--- config.mk ---
export PLATFORM = sky130hd
export DESIGN_NAME = sid_envelope
export DESIGN_NICKNAME = d
export VERILOG_FILES = /design/src/rtl/sid_pkg.sv /design/src/rtl/sid_env_rate.sv /design/src/rtl/sid_envelope.sv
export SDC_FILE = /design/constraint.sdc
export NUM_CORES = 1
export LEC_CHECK = 0
export CAP_MARGIN = 20
export CORE_ASPECT_RATIO = 0.6
export CORE_UTILIZATION = 61
export CTS_CLUSTER_SIZE = 40
export DETAILED_ROUTE_END_ITERATION = 6
export PLACE_DENSITY = 0.86
export SYNTH_ARGS = -nofsm -noshare
export SYNTH_HDL_FRONTEND = slang
export SYNTH_SLANG_ARGS = --single-unit
--- constraint.sdc ---
create_clock -name CLK -period 6.15 [get_ports CLK]
set_input_delay 0.615 -clock CLK [delete_from_list [all_inputs] [get_ports CLK]]
set_output_delay 0.615 -clock CLK [all_outputs]
set_load 0.02 [all_outputs]
--- src/rtl/sid_pkg.sv ---
// Shared types and constants for the SID envelope generator.
package sid_pkg;

    localparam int unsigned ADDR_W = 5;
    localparam int unsigned DATA_W = 8;
    localparam int unsigned WAVE_W = 12;
    localparam int unsigned ENV_W  = 8;
    localparam int unsigned RATE_W = 15;
    localparam int unsigned EXP_W  = 5;

    // Register offsets from the voice base address.
    localparam int unsigned REG_CTRL = 4;
    localparam int unsigned REG_AD   = 5;
    localparam int unsigned REG_SR   = 6;

    typedef enum logic [1:0] {
        ATTACK        = 2'd0,
        DECAY_SUSTAIN = 2'd1,
        RELEASE       = 2'd2
    } env_state_t;

    // Rate counter compare values, indexed by the 4-bit rate nibble.
    localparam logic [RATE_W-1:0] RATE_PERIOD [16] = '{
        15'd9,    15'd32,   15'd63,   15'd95,
        15'd149,  15'd220,  15'd267,  15'd313,
        15'd392,  15'd977,  15'd1954, 15'd3126,
        15'd3907, 15'd11720, 15'd19532, 15'd31251
    };

    // Lower bound of each exponential band (envelope value).
    localparam logic [ENV_W-1:0] EXP_TH_1  = 8'd94;
    localparam logic [ENV_W-1:0] EXP_TH_2  = 8'd55;
    localparam logic [ENV_W-1:0] EXP_TH_4  = 8'd27;
    localparam logic [ENV_W-1:0] EXP_TH_8  = 8'd15;
    localparam logic [ENV_W-1:0] EXP_TH_16 = 8'd7;

    // Rate steps per envelope decrement for a given envelope level.
    function automatic logic [EXP_W-1:0] exp_period(input logic [ENV_W-1:0] level);
        if (level >= EXP_TH_1) begin
            return EXP_W'(1);
        end else if (level >= EXP_TH_2) begin
            return EXP_W'(2);
        end else if (level >= EXP_TH_4) begin
            return EXP_W'(4);
        end else if (level >= EXP_TH_8) begin
            return EXP_W'(8);
        end else if (level >= EXP_TH_16) begin
            return EXP_W'(16);
        end else begin
            return EXP_W'(30);
        end
    endfunction

endpackage

--- src/rtl/sid_env_rate.sv ---
// Rate prescaler: 15-bit counter compared against the selected period.
module sid_env_rate
    import sid_pkg::*;
(
    input  logic       clk,
    input  logic       rst_n,
    input  logic       tick,
    input  logic [3:0] rate,
    output logic       step_c
);

    logic [RATE_W-1:0] rate_cnt;
    logic [RATE_W-1:0] period;
    logic              at_period;

    // Period lookup and step pulse for the current tick.
    always_comb begin
        period    = RATE_PERIOD[rate];
        at_period = (rate_cnt == period);
        step_c    = tick & at_period;
    end

    // Counter keeps its phase across rate changes; wraps if the period drops below it.
    always_ff @(posedge clk) begin
        if (!rst_n) begin
            rate_cnt <= '0;
        end else if (tick) begin
            if (at_period) begin
                rate_cnt <= '0;
            end else begin
                rate_cnt <= rate_cnt + RATE_W'(1);
            end
        end
    end

endmodule

--- src/rtl/sid_envelope.sv ---
// Per-voice ADSR envelope generator and VCA.
module sid_envelope
    import sid_pkg::*;
#(
    parameter int unsigned BASE_ADDR = 0
) (
    input  logic              CLK,
    input  logic              RSTn,
    input  logic              CLKen,
    input  logic              WR,
    input  logic [ADDR_W-1:0] ADDR,
    input  logic [DATA_W-1:0] DATA,
    input  logic [WAVE_W-1:0] VOICE_IN,
    output logic [ENV_W-1:0]  ENV_OUT,
    output logic [WAVE_W-1:0] OUTPUT
);

    localparam logic [ADDR_W-1:0] ADDR_CTRL = ADDR_W'(BASE_ADDR + REG_CTRL);
    localparam logic [ADDR_W-1:0] ADDR_AD   = ADDR_W'(BASE_ADDR + REG_AD);
    localparam logic [ADDR_W-1:0] ADDR_SR   = ADDR_W'(BASE_ADDR + REG_SR);
    localparam logic [ENV_W-1:0]  ENV_MAX   = '1;
    localparam int unsigned       PROD_W    = WAVE_W + ENV_W;

    logic [3:0]        attack_rate;
    logic [3:0]        decay_rate;
    logic [3:0]        sustain_lvl;
    logic [3:0]        release_rate;
    logic              gate;
    logic              gate_lag;
    env_state_t        state;
    env_state_t        state_eff;
    logic [ENV_W-1:0]  env;
    logic [EXP_W-1:0]  exp_cnt;
    logic [EXP_W-1:0]  exp_inc;
    logic [EXP_W-1:0]  exp_per;
    logic              exp_hit;
    logic              gate_rise;
    logic              gate_fall;
    logic              dec_ok;
    logic [3:0]        rate_sel;
    logic              rate_step;
    logic [PROD_W-1:0] vca_prod;

    assign ENV_OUT = env;

    // Gate edge detection, effective state for this tick and derived controls.
    always_comb begin
        gate_rise = gate & ~gate_lag;
        gate_fall = ~gate & gate_lag;

        state_eff = state;
        if (CLKen && gate_rise) begin
            state_eff = ATTACK;
        end else if (CLKen && gate_fall) begin
            state_eff = RELEASE;
        end

        rate_sel = release_rate;
        case (state_eff)
            ATTACK:        rate_sel = attack_rate;
            DECAY_SUSTAIN: rate_sel = decay_rate;
            default:       rate_sel = release_rate;
        endcase

        exp_per = exp_period(env);
        exp_inc = exp_cnt + EXP_W'(1);
        exp_hit = (exp_inc >= exp_per);

        // Sustain level nibble maps to nibble*17 ({n,n}) on the 8-bit scale.
        if (state_eff == RELEASE) begin
            dec_ok = (env != '0);
        end else begin
            dec_ok = (env > {sustain_lvl, sustain_lvl});
        end

        vca_prod = PROD_W'(VOICE_IN) * PROD_W'(env);
    end

    sid_env_rate u_rate (
        .clk    (CLK),
        .rst_n  (RSTn),
        .tick   (CLKen),
        .rate   (rate_sel),
        .step_c (rate_step)
    );

    // Register decode, envelope state machine, envelope counter and VCA output.
    always_ff @(posedge CLK) begin
        if (!RSTn) begin
            attack_rate  <= '0;
            decay_rate   <= '0;
            sustain_lvl  <= '0;
            release_rate <= '0;
            gate         <= 1'b0;
            gate_lag     <= 1'b0;
            state        <= RELEASE;
            env          <= '0;
            exp_cnt      <= '0;
            OUTPUT       <= '0;
        end else begin
            if (WR) begin
                if (ADDR == ADDR_CTRL) begin
                    gate <= DATA[0];
                end else if (ADDR == ADDR_AD) begin
                    attack_rate <= DATA[7:4];
                    decay_rate  <= DATA[3:0];
                end else if (ADDR == ADDR_SR) begin
                    sustain_lvl  <= DATA[7:4];
                    release_rate <= DATA[3:0];
                end
            end

            OUTPUT <= WAVE_W'(vca_prod >> ENV_W);

            if (CLKen) begin
                gate_lag <= gate;
                state    <= state_eff;
                if (gate_rise) begin
                    exp_cnt <= '0;
                end
                if (rate_step) begin
                    if (state_eff == ATTACK) begin
                        if (env != ENV_MAX) begin
                            env <= env + ENV_W'(1);
                        end
                        if (env >= ENV_MAX - ENV_W'(1)) begin
                            state <= DECAY_SUSTAIN;
                        end
                    end else if (exp_hit) begin
                        exp_cnt <= '0;
                        if (dec_ok) begin
                            env <= env - ENV_W'(1);
                        end
                    end else begin
                        exp_cnt <= exp_inc;
                    end
                end
            end
        end
    end

endmodule

==> results.txt, run 1 <==
total gr overflow: 0
highest-delay cell along the critical path: dfxtp_1
clk root buf: clkbuf_16
CTS tree: built
DP Wirelength: 13500 µm
Seq/Total Area, Yosys: 17.5%
top cells by count, synth: inv_1 (99), and2_1 (83), ha_1 (69)
post-synthesis compound-gate area fraction: 14.3%
post-synth cell types: 73
Avg Cell Area, Syn: 8.73 µm²
Clock transition at path regs: 0.06 ns
startpoint types: flop
cell taking the most area after synthesis: dfxtp_1
Leak: 0.00367 µW
Post-synth EDFFs: 0
Port Buffers: 48
highest clock rate: 183 MHz
Pre-antenna DRT Iters: 7
Initial Utilization: 63.9%
DR iter-0 viols: 487
Hold Crit Depth: 2
Clock Tree Buf Depth: 2
fin area: 0.00777 mm²
failing checks: design-rule violations
Critical Path RT: 6.33 ns
Pwr per Cell Area: 128 mW/mm²
Crit. End Element: flop
ratio of cells with drive above 1 in the final layout: 5.89%
R2R setup slack: 0.70 ns
Setup CP Type: flop to flop
synth warn: 0
DR WL/cell: 18.1 µm
H-tree lvl count: 3
Peak supply drop: 0.000172 V
core area: 0.0108 mm²
Final nets: 985
Netlist Area Pre-Place: 0.00688 mm²
CP most frequent cell: fa_1
DR vias/cell: 6.09
Period Utilization, post-route: 88.6%
outcome: complete, but fails checks
# clock sinks: 60
final slew viol count: 0
post-synthesis mux area share: 4.13%
crit-path leading delay family: adder cells
fraction of registers with async set/reset: 0%
first-pass GRT wire length: 29200 µm
CP peak stage delay: 0.85 ns
RSZ-0062 raised after global routing: false
Rows: 29
DP Area: 0.00747 mm²
count leader, synth: inv_1
crit-path max FO: 19
Num CTS Buffers: 9
hold bufs inserted after CTS: 0
Syn Inst Count: 788
Slew HR: 29.6%
CP arrival: 5.63 ns
reg2reg path depth: 15
Tightest Pin Transition: 1.05 ns
GRT Total Usage: 31.6%
clock skew: 0.00671 ns
Post-CTS Resized: 0
# Post-CTS Setup Buffers: 0
largest cells by area after synthesis: dfxtp_1 (17%), fa_1 (17%), ha_1 (13%)
#FFs+latches synth: 60
HP Class: flop to flop
drt drc: 1
die area: 0.0117 mm²
# fillers: 741
Final WS setup: 0.700 ns
final WL: 17600 µm
Post-Synth Adder-Cell Area: 30.1%
vias in the first global route: 5960
setup_tns: 0 ns
most used flip-flop cell after synthesis: dfxtp_1
Clock Latency Late Sink: 0.33 ns
Die X-Extent: 139 µm
max-cap violations: 0
Finish-stage setup viols: 0
syn nets: 946
endpoints failing hold: 0
CP Buf/Inv Count: 1
largest family of logic cells by synthesized area: adder cells
Area Overhead vs Synth: 13.0%
Synth top area share: 17.5%
Synth Area in XOR/XNOR: 4.69%
die height: 84.3 µm
R2R Path End: OUTPUT[11]$_SDFF_PN0_
Hold Path Sink: exp_cnt[3]$_SDFFE_PN0P_
Synth Area in Simple Gates: 21.9%
crit path cell chain: nand2_1, fa_1, fa_1, inv_1, fa_1, fa_1, ha_1, and2_1, o21ai_0, o211ai_1, a31oi_1, o211ai_1, a21oi_1, xnor2_1, nor2_1
pre-CTS setup slack: 0.551 ns
Placer Congestion: 0.982
Min-Delay Startpoint: exp_cnt[3]$_SDFFE_PN0P_
r2r startpoint: ENV_OUT[6]$_SDFFE_PN0P_
Antenna Diode Count: 0
fin crit period: 5.45 ns
num ports: 49
Antenna Nets Post-Route: 0
DR vias: 5916
pin count of the biggest net entering global routing: 37
antenna violations before repair: 0
-- sequential cells by signal, summed over array words and instances, names as in the netlist --
signal and cells:
attack_rate 4, decay_rate 4, exp_cnt 5, release_rate 4, u_rate.rate_cnt 15, sustain_lvl 4
OUTPUT 12, gate 1, gate_lag 1, state 2, ENV_OUT 8
-- metal layers --
| layer | up-vias | share of wire, % | GRT usage [%] |
|---|---|---|---|
| met4 | 0 | 1.7 | 9.09 |
| met1 | 2863 | 46 | 44.7 |
| li1 | 2744 | - | - |
| met3 | 37 | 8.8 | 6.79 |
| met2 | 272 | 43 | 48.8 |
| met5 | - | 0 | 0 |
-- placed cells by master (no fill, tap or decap), drive strengths merged, types with 5 or more instances in the layout --
cell type / netlist / routed
dfxtp: 60 / 60
nor4: 7 / 7
clkdlybuf4s50: 0 / 48
buf: 7 / 7
mux2i: 25 / 25
nand4: 12 / 12
nor2: 62 / 62
a21o: 10 / 10
ha: 69 / 69
a211o: 5 / 5
a211oi: 6 / 6
inv: 101 / 101
nand3: 19 / 19
clkbuf: 20 / 10
fa: 60 / 60
o211ai: 5 / 5
and2: 83 / 83
nand2b: 8 / 8
o22ai: 5 / 5
xor2: 18 / 18
nor3: 12 / 12
a21oi: 30 / 30
and3: 7 / 7
o21ai: 19 / 19
nand2: 44 / 44
xnor2: 18 / 18
a31oi: 8 / 8
o31ai: 6 / 6
-- worst max path at each step --
stage / cells after the start / slack (ns) / endpoint / startpoint
after global routing: 15 / 0.40 / OUTPUT[11]$_SDFF_PN0_ / ENV_OUT[3]$_SDFFE_PN0P_
after global placement: 17 / 0.74 / OUTPUT[11]$_SDFF_PN0_ / VOICE_IN[5]
after floorplan: 18 / 1.18 / OUTPUT[11]$_SDFF_PN0_ / ENV_OUT[5]$_SDFFE_PN0P_
after detailed placement: 17 / 0.55 / OUTPUT[11]$_SDFF_PN0_ / VOICE_IN[6]
after CTS: 16 / 0.80 / OUTPUT[11]$_SDFF_PN0_ / ENV_OUT[3]$_SDFFE_PN0P_
final: 15 / 0.70 / OUTPUT[11]$_SDFF_PN0_ / ENV_OUT[6]$_SDFFE_PN0P_
-- where the power goes --
group          leakage [µW]  internal (µW)  switching (µW)
Sequential         0.000484            392            5.03
Combinational       0.00304           36.9            50.4
Clock              0.000144            323             185
-- kinds of logic (layout without fill, tap and decap cells) --
family,after synthesis,count (layout)
simple gates,277,277
xor+xnor,36,36
compound gates,128,128
mux,28,28
buf+inv,129,173
fa+ha+maj,130,130
flops,60,60
-- final cells by class --
class                      instances  area (µm²)  share of cell area, %
clock buffer                      10         239                   3.07
inverter                         102         385                   4.96
tap                              139         174                   2.24
clock inverter                     6        63.8                  0.821
timing repair buffer              55         533                   6.86
sequential                        60        1200                   15.5
multi-input combinational        599        5180                   66.6
-- per-stage QoR --
stage | hold WS, ns | utilization [%] | cells | total power (µW)
floorplan | 0.458 | - | 788 | 450
global placement | 0.466 | 69.3 | 955 | 486
detailed placement | 0.500 | 69.3 | 955 | 489
CTS | 0.509 | 72.1 | 971 | 989
global route | 0.543 | 72.1 | 971 | 1020
finish | 0.507 | 72.1 | 971 | 992
-- worst register-to-register path: cells and delay by family, from the launching register on --
family | cells | cell delay [ns]
buffers and inverters | 1 | 0.05
flip-flops | 1 | 0.85
XOR/XNOR | 1 | 0.15
AO/OA/AOI/OAI | 5 | 1.40
AND/OR/NAND/NOR | 3 | 0.44
adder cells (fa/ha/maj) | 5 | 2.41
No activity file was read; power rests on OpenSTA's default activity.
==> inputs of run 2 (changes only) <==
--- a/config.mk
+++ b/config.mk
@@ -5,6 +5,7 @@
 export SDC_FILE = /design/constraint.sdc
 export NUM_CORES = 1
 export LEC_CHECK = 0
+export ABC_AREA = 1
 export CAP_MARGIN = 20
 export CORE_ASPECT_RATIO = 0.6
 export CORE_UTILIZATION = 61
==> results.txt, run 2 <==
outcome: complete, no violations
die area: 0.0124 mm²
Synth top area share: 16.5%
hold bufs inserted after CTS: 0
Netlist Area Pre-Place: 0.00726 mm²
post-synth cell types: 44
DP Wirelength: 13800 µm
Leak: 0.00449 µW
highest-delay cell along the critical path: clkdlybuf4s50_1
top cells by count, synth: nand2_1 (250), inv_1 (246), ha_1 (69), nand3_1 (69), a21oi_1 (66)
met3 Use GR: 7.68%
CP arrival: 5.45 ns
cell taking the most area after synthesis: dfxtp_1
RSZ-0062 raised after global routing: false
Critical Path RT: 6.38 ns
met1 Use GR: 46.0%
Top reg by flops: u_rate.rate_cnt
clock skew: 0.0110 ns
first-pass GRT wire length: 30300 µm
num ports: 49
Syn Inst Count: 1062
max-cap violations: 0
final slew viol count: 0
DR iter-0 viols: 619
Sw Share: 28.4%
CP most frequent cell: fa_1
combinational fraction of design power: 10.5%
syn nets: 1220
setup_tns: 0 ns
startpoint types: primary input
Clock Latency Late Sink: 0.34 ns
Post-CTS Resized: 0
Finish-stage setup viols: 0
count leader, synth: nand2_1
Reg power frac: 39.9%
commonest non-fill, non-tap cells in the layout: nand2_1 (250), inv_1 (246), nand3_1 (69), ha_1 (69), a21oi_1 (66)
P_int: 711 µW
Peak supply drop: 0.000128 V
Period Utilization, post-route: 84.9%
GRT Total Usage: 31.5%
crit-path leading delay family: adder cells
Antenna Diode Count: 0
total gr overflow: 0
DR WL/cell: 14.3 µm
core area: 0.0114 mm²
Final WS setup: 0.930 ns
crit-path max FO: 8
Seq/Total Area, Yosys: 16.5%
Pwr per Cell Area: 123 mW/mm²
highest clock rate: 192 MHz
Synth Area in XOR/XNOR: 2.17%
Slew HR: 39.0%
fraction of registers with async set/reset: 0%
Clock transition at path regs: 0.06 ns
R2R setup slack: 1.03 ns
Rows: 30
Num CTS Buffers: 9
post-synthesis mux area share: 0%
Crit. End Element: flop
most used flip-flop cell after synthesis: dfxtp_1
leading cell type in the layout, fill and taps excluded: nand2_1
endpoints failing hold: 0
Psw: 282 µW
DR vias/cell: 5.38
Final nets: 1247
Avg Cell Area, Syn: 6.84 µm²
CP Buf/Inv Count: 4
pin count of the biggest net entering global routing: 30
#FFs+latches synth: 60
Post-synth EDFFs: 0
Post-Synth Adder-Cell Area: 28.4%
pre-CTS setup slack: 0.694 ns
post-synthesis compound-gate area fraction: 9.61%
crit path cell chain: clkdlybuf4s50_1, nand2_1, inv_1, fa_1, fa_1, fa_1, inv_1, fa_1, inv_1, ha_1, nand4_1, nor4_1, nor2_1, o21ai_0, a31oi_1, o21ai_0, a21oi_1
Initial Utilization: 63.4%
Setup CP Type: primary input to flop
# clock sinks: 60
die height: 86.5 µm
HP Class: flop to flop
clk root buf: clkbuf_16
largest family of logic cells by synthesized area: adder cells
fin crit period: 5.22 ns
Port Buffers: 48
Clock Tree Buf Depth: 2
max reg flops: 15
final WL: 17900 µm
# Post-CTS Setup Buffers: 0
Die X-Extent: 143 µm
ratio of cells with drive above 1 in the final layout: 5.30%
antenna violations before repair: 0
vias in the first global route: 6410
synth warn: 0
Pre-antenna DRT Iters: 5
Antenna Nets Post-Route: 0
Synth Area in Simple Gates: 27.7%
clock power share: 49.6%
DR vias: 6745
Top Usage Layer GRT: met2
GRT met2 Usage: 46.6%
drt drc: 0
CTS tree: built
Tightest Pin Transition: 0.914 ns
H-tree lvl count: 3
Area Overhead vs Synth: 11.4%
Placer Congestion: 0.909
CP peak stage delay: 0.74 ns
largest cells by area after synthesis: dfxtp_1 (17%), fa_1 (17%), nand2_1 (13%)
run 2: changes by cell type after synthesis, sizes merged, moves of 25 or more:
cell and delta:
nand2 +216, a21oi +36, inv +149, and2 -82, mux2i -25, nand3 +57
run 2: layer usage:
| layer | vias up | wire length, µm |
|---|---|---|
| li1 | 3320 | - |
| met1 | 3094 | 8520 |
| met2 | 318 | 7350 |
| met3 | 13 | 1920 |
| met4 | 0 | 128 |
| met5 | - | 0 |
run 2: area by class of cell:
cell class / instances / area (µm²)
fillers: 962 / 3360
multi-input cells: 712 / 4930
well taps: 160 / 200
inverters: 252 / 947
clock buffers: 9 / 225
repair buffers: 54 / 526
flip-flops and latches: 60 / 1200
clock inverters: 7 / 57.6
run 2: worst reg2reg max path, delay by kind of cell, from the launching register on:
family,cells,cell delay [ns]
buffers and inverters,3,0.24
DFF,1,0.91
and+or+nand+nor,4,0.69
AOI/OAI and AO/OA,4,0.84
adders and majority gates,5,2.35
run 2: path summary, 6_finish.rpt:
path,start,to,cells past startpoint
max,VOICE_IN[7],OUTPUT[9]$_SDFF_PN0_,17
min,attack_rate[0]$_SDFFE_PN0P_,attack_rate[0]$_SDFFE_PN0P_,2
max reg2reg,ENV_OUT[4]$_SDFFE_PN0P_,OUTPUT[9]$_SDFF_PN0_,16
min reg2reg,attack_rate[0]$_SDFFE_PN0P_,attack_rate[0]$_SDFFE_PN0P_,2
run 2: logic make-up (layout without fill, tap and decap cells):
group,count (synthesis),in the layout
XOR/XNOR,18,18
AND/OR/NAND/NOR,436,436
buffers and inverters,290,322
AO/OA/AOI/OAI,129,129
adder cells (fa/ha/maj),129,129
flip-flops,60,60
run 2: stage by stage:
stage / instance area (µm²) / hold slack [ns] / utilization (%) / power (µW) / cells
after floorplan: 7260 / 0.430 / - / 469 / 1062
after global placement: 7810 / 0.447 / 68.2 / 503 / 1238
after detailed placement: 7810 / 0.457 / 68.2 / 506 / 1238
after CTS: 8090 / 0.466 / 70.7 / 993 / 1254
after global routing: 8090 / 0.499 / 70.7 / 1030 / 1254
final: 8090 / 0.471 / 70.7 / 993 / 1254
run 2: power by group through the flow:
stage	Clock, µW	Combinational (µW)	Sequential [µW]
finish	493	104	396
global route	517	116	397
CTS	495	101	396
detailed placement	0	101	405
global placement	0	98.6	405
floorplan	0	64.9	404
==> RTL change 1, RTL diff (flow settings as in run 2) <==
The 3 states of `env_state_t` get a one-hot encoding in 3 bits.
--- a/src/rtl/sid_pkg.sv
+++ b/src/rtl/sid_pkg.sv
@@ -13,10 +13,10 @@
     localparam int unsigned REG_AD   = 5;
     localparam int unsigned REG_SR   = 6;
 
-    typedef enum logic [1:0] {
-        ATTACK        = 2'd0,
-        DECAY_SUSTAIN = 2'd1,
-        RELEASE       = 2'd2
+    typedef enum logic [2:0] {
+        ATTACK        = 3'b001,
+        DECAY_SUSTAIN = 3'b010,
+        RELEASE       = 3'b100
     } env_state_t;
 
     // Rate counter compare values, indexed by the 4-bit rate nibble.
Check against the original RTL: same outputs for any inputs over 10 cycles, from zero or initial values and one cycle with RSTn low; not proved beyond that.
==> RTL change 1 against run 2 <==
Utilization increased by 0.20 points. Final area decreased by 0.37%. Register-to-register slack got worse by 0.10 ns. Setup slack got worse by 0.0042 ns. Synthesized area decreased by 0.98%. Via count decreased by 2.5%. Global-route usage decreased by 0.67 points. Largest cell class unchanged. Synthesized cell count decreased by 0.85%. First-iteration DRC count decreased by 7.6%. Power increased by 1.0%. Sequential cell count increased by 1. Sequential power increased by 2%. Routed wire length decreased by 2.5%. Fmax about the same.
==> RTL change 1: results (changes against run 2) <==
* Status: finished, final reports clean (unchanged)
* Sequential element share of the synthesized area at 16.98% (was 16.54%)
* GP Congestion at 0.8986 (was 0.9092)
* Hold_sp: release_rate[0] (was attack_rate[0])
* Slew HR at 33.68% (was 38.97%)
* Clock share of power at 51.8% (was 49.6%)
* Comb. pwr at 0.0000800 W (was 0.000104 W)
* CP arrival at 5.50 ns (was 5.45 ns)
* Finished Layout Cells at 1,245 (was 1,254)
* DP Worst Slack at 0.6471 ns (was 0.6939 ns)
* Worst VDD drop at 0.0001321 V (was 0.0001281 V)
* Clock Power at 0.000520 W (was 0.000493 W)
* Post-synthesis cell type count at 47 (was 44)
* First-pass GRT wire length at 29,480 µm (was 30,350 µm)
* Wire length on met3 at 1705 µm (was 1924 µm)
* Hold Slack at 0.4716 ns (was 0.4711 ns)
* Vias in the first global route at 6,210 (was 6,410)
* Placed inst area at 7730 µm² (was 7806 µm²)
* Grt met1 use at 45.16% (was 46.01%)
* Met1 WL at 8323 µm (was 8522 µm)
* Syn_nets at 1,211 (was 1,220)
* F_max at 191.4 MHz (was 191.6 MHz)
* Top post-synthesis cells by area: dfxtp_1 (17%), fa_1 (17%), nand2_1 (14%) (was dfxtp_1 (17%), fa_1 (17%), nand2_1 (13%))
* Reg2Reg Depth at 19 (was 16)
* Met3 usage at 6.477% (was 7.680%)
* Largest net degree at the start of global routing at 33 (was 30)
* Post-Route WL at 17,480 µm (was 17,930 µm)
* Slowest cell on crit path: dfxtp_1 (was clkdlybuf4s50_1)
* Final HPWL DP at 13,240 µm (was 13,810 µm)
* Crit. Startpoint: ENV_OUT[4] (was VOICE_IN[7])
* DR iter-0 viols at 572 (was 619)
* CP Max Fanout at 21 (was 8)
* CP max stage delay at 0.97 ns (was 0.74 ns)
* All-Layer GR Usage at 30.84% (was 31.51%)
* Final Skew at 0.008326 ns (was 0.01103 ns)
## RTL change 1: final cells by class
type	instances	area, µm²
Fill cell	918	3314
Inverter	246	923.4
Tap cell	160	200.2
Clock inverter	5	58.81
Clock buffer	11	242.7
Timing Repair Buffer	54	545.5
Multi-Input combinational cell	708	4867
Sequential cell	61	1221
## RTL change 1: worst paths after layout
kind,end
setup / recovery,OUTPUT[10]
hold reg to reg,release_rate[0]
hold / removal,release_rate[0]
setup reg to reg,OUTPUT[10]
## RTL change 1: cells by family (layout without fill, tap and decap cells)
logic type               after synthesis  after routing  share of synthesized area, %
AND/OR/NAND/NOR                      444            444                         27.41
buffers and inverters                284            316                         15.33
adder cells (fa/ha/maj)              129            129                         28.71
AO/OA/AOI/OAI                        110            110                         8.526
flip-flops                            61             61                         16.98
XOR/XNOR                              25             25                         3.045
==> RTL change 2, RTL diff (config.mk and constraints of run 2) <==
Without the edit above. Set the package constant `WAVE_W` to 6 (it was 12).
--- a/src/rtl/sid_pkg.sv
+++ b/src/rtl/sid_pkg.sv
@@ -3,7 +3,7 @@
 
     localparam int unsigned ADDR_W = 5;
     localparam int unsigned DATA_W = 8;
-    localparam int unsigned WAVE_W = 12;
+    localparam int unsigned WAVE_W = 6;
     localparam int unsigned ENV_W  = 8;
     localparam int unsigned RATE_W = 15;
     localparam int unsigned EXP_W  = 5;
Interface: changed (resized OUTPUT and VOICE_IN); port bits go from 49 to 37. The function was not compared with the original's and may differ.
==> RTL change 2 against run 2 <==
Power is 24% lower. Highest routed layer unchanged. Sequential cell count is 6 lower. Global-route usage is 0.80 points higher. Routed wire length is 23% lower. Setup slack better by 0.56 ns. Fmax is 12% higher. Cell count is 26% lower. Utilization is 1.3 points higher. Final area is 27% lower. Synthesized cell count is 25% lower. Synthesized area is 27% lower. First-iteration DRC count is 6.8% lower.
==> RTL change 2: results (changes against run 2) <==
* Post-synthesis compound-gate area fraction at 10.76% (was 9.614%)
* Adder-cell area share of the yosys netlist at 21.38% (was 28.43%)
* Hold Slack at 0.4608 ns (was 0.4711 ns)
* Avg Synthesized Cell Area at 6.675 µm² (was 6.838 µm²)
* Placed inst area at 5720 µm² (was 7806 µm²)
* First-pass GRT wire length at 22,860 µm (was 30,350 µm)
* Largest register FFs at 15 (unchanged)
* Met3 usage at 5.905% (was 7.680%)
* All-Layer GR Usage at 32.31% (was 31.51%)
* Status: finished, final reports clean (unchanged)
* Met1 WL at 6461 µm (was 8522 µm)
* Met2 Track Usage GR at 47.07% (was 46.61%)
* CTS buffer count at 5 (was 9)
* Yosys top cell area share at 20.30% (was 16.54%)
* Post-route minimum period at 4.665 ns (was 5.220 ns)
* Vias/cell at 5.725 (was 5.379)
* Crit. Startpoint: VOICE_IN[5] (was VOICE_IN[7])
* Reg-to-Reg End: OUTPUT[4] (was OUTPUT[9])
* DP Worst Slack at 1.254 ns (was 0.6939 ns)
* Layout cell share with drive strength beyond 1 at 4.640% (was 5.302%)
* Sequential element share of the synthesized area at 20.30% (was 16.54%)
* DR iter-0 viols at 577 (was 619)
* Final HPWL DP at 10,400 µm (was 13,810 µm)
* Met2 Wirelength at 5576 µm (was 7348 µm)
* Grt met1 use at 49.13% (was 46.01%)
* Power Density at 128.5 nW/µm² (was 122.8 nW/µm²)
* Worst slew pin tran at 0.9849 ns (was 0.9141 ns)
* Xor and xnor fraction of the mapped netlist area at 3.289% (was 2.171%)
* Internal Power at 0.0005518 W (was 0.0007107 W)
* CP max stage delay at 0.57 ns (was 0.74 ns)
* Reg2Reg Depth at 15 (was 16)
* # H-tree levels at 2 (was 3)
* Worst hold stages at 2 (unchanged)
* Nets at 917 (was 1,247)
* Final Skew at 0.007559 ns (was 0.01103 ns)
* Seq pwr at 0.000357 W (was 0.000396 W)
* R2r setup slk at 1.72 ns (was 1.03 ns)
* Vias in the first global route at 4,744 (was 6,410)
* Most frequent cells after synthesis: nand2_1 (196), inv_1 (143), nand3_1 (64) (was nand2_1 (250), inv_1 (246), ha_1 (69), nand3_1 (69), a21oi_1 (66))
* Wire length on met3 at 1604 µm (was 1924 µm)
* Top post-synthesis cells by area: dfxtp_1 (20%), nand2_1 (14%), ha_1 (12%) (was dfxtp_1 (17%), fa_1 (17%), nand2_1 (13%))
* DR WL/cell at 14.84 µm (was 14.29 µm)
* Reg2reg start: ENV_OUT[1] (was ENV_OUT[4])
* Post-Route WL at 13,760 µm (was 17,930 µm)
* Syn_nets at 897 (was 1,220)
* Lkg Pwr at 2.857 nW (was 4.488 nW)
* Worst-skew pair later-pin latency at 0.30 ns (was 0.34 ns)
* Worst VDD drop at 0.0001115 V (was 0.0001281 V)
* Gate power share at 12.1% (was 10.5%)
* Port Buffers at 36 (was 48)
RTL change 2: changes by cell type after synthesis, moves of 4 or more:
| cell | before | now |
|---|---|---|
| o21ai_0 | 43 | 36 |
| nor2_2 | 6 | 1 |
| fa_1 | 60 | 25 |
| nand3_1 | 69 | 64 |
| clkbuf_2 | 4 | 0 |
| inv_1 | 246 | 143 |
| ha_1 | 69 | 51 |
| nand2_1 | 250 | 196 |
| dfxtp_1 | 60 | 54 |
| clkbuf_1 | 26 | 22 |
| a21oi_1 | 66 | 57 |
RTL change 2: cell type report:
type / count / area [µm²]
clock buffers: 6 / 138.9
clock inverters: 2 / 16.27
fillers: 643 / 2288
inverters: 150 / 563.0
multi-input cells: 569 / 3566
flip-flops and latches: 54 / 1081
well taps: 108 / 135.1
repair buffers: 38 / 375.4
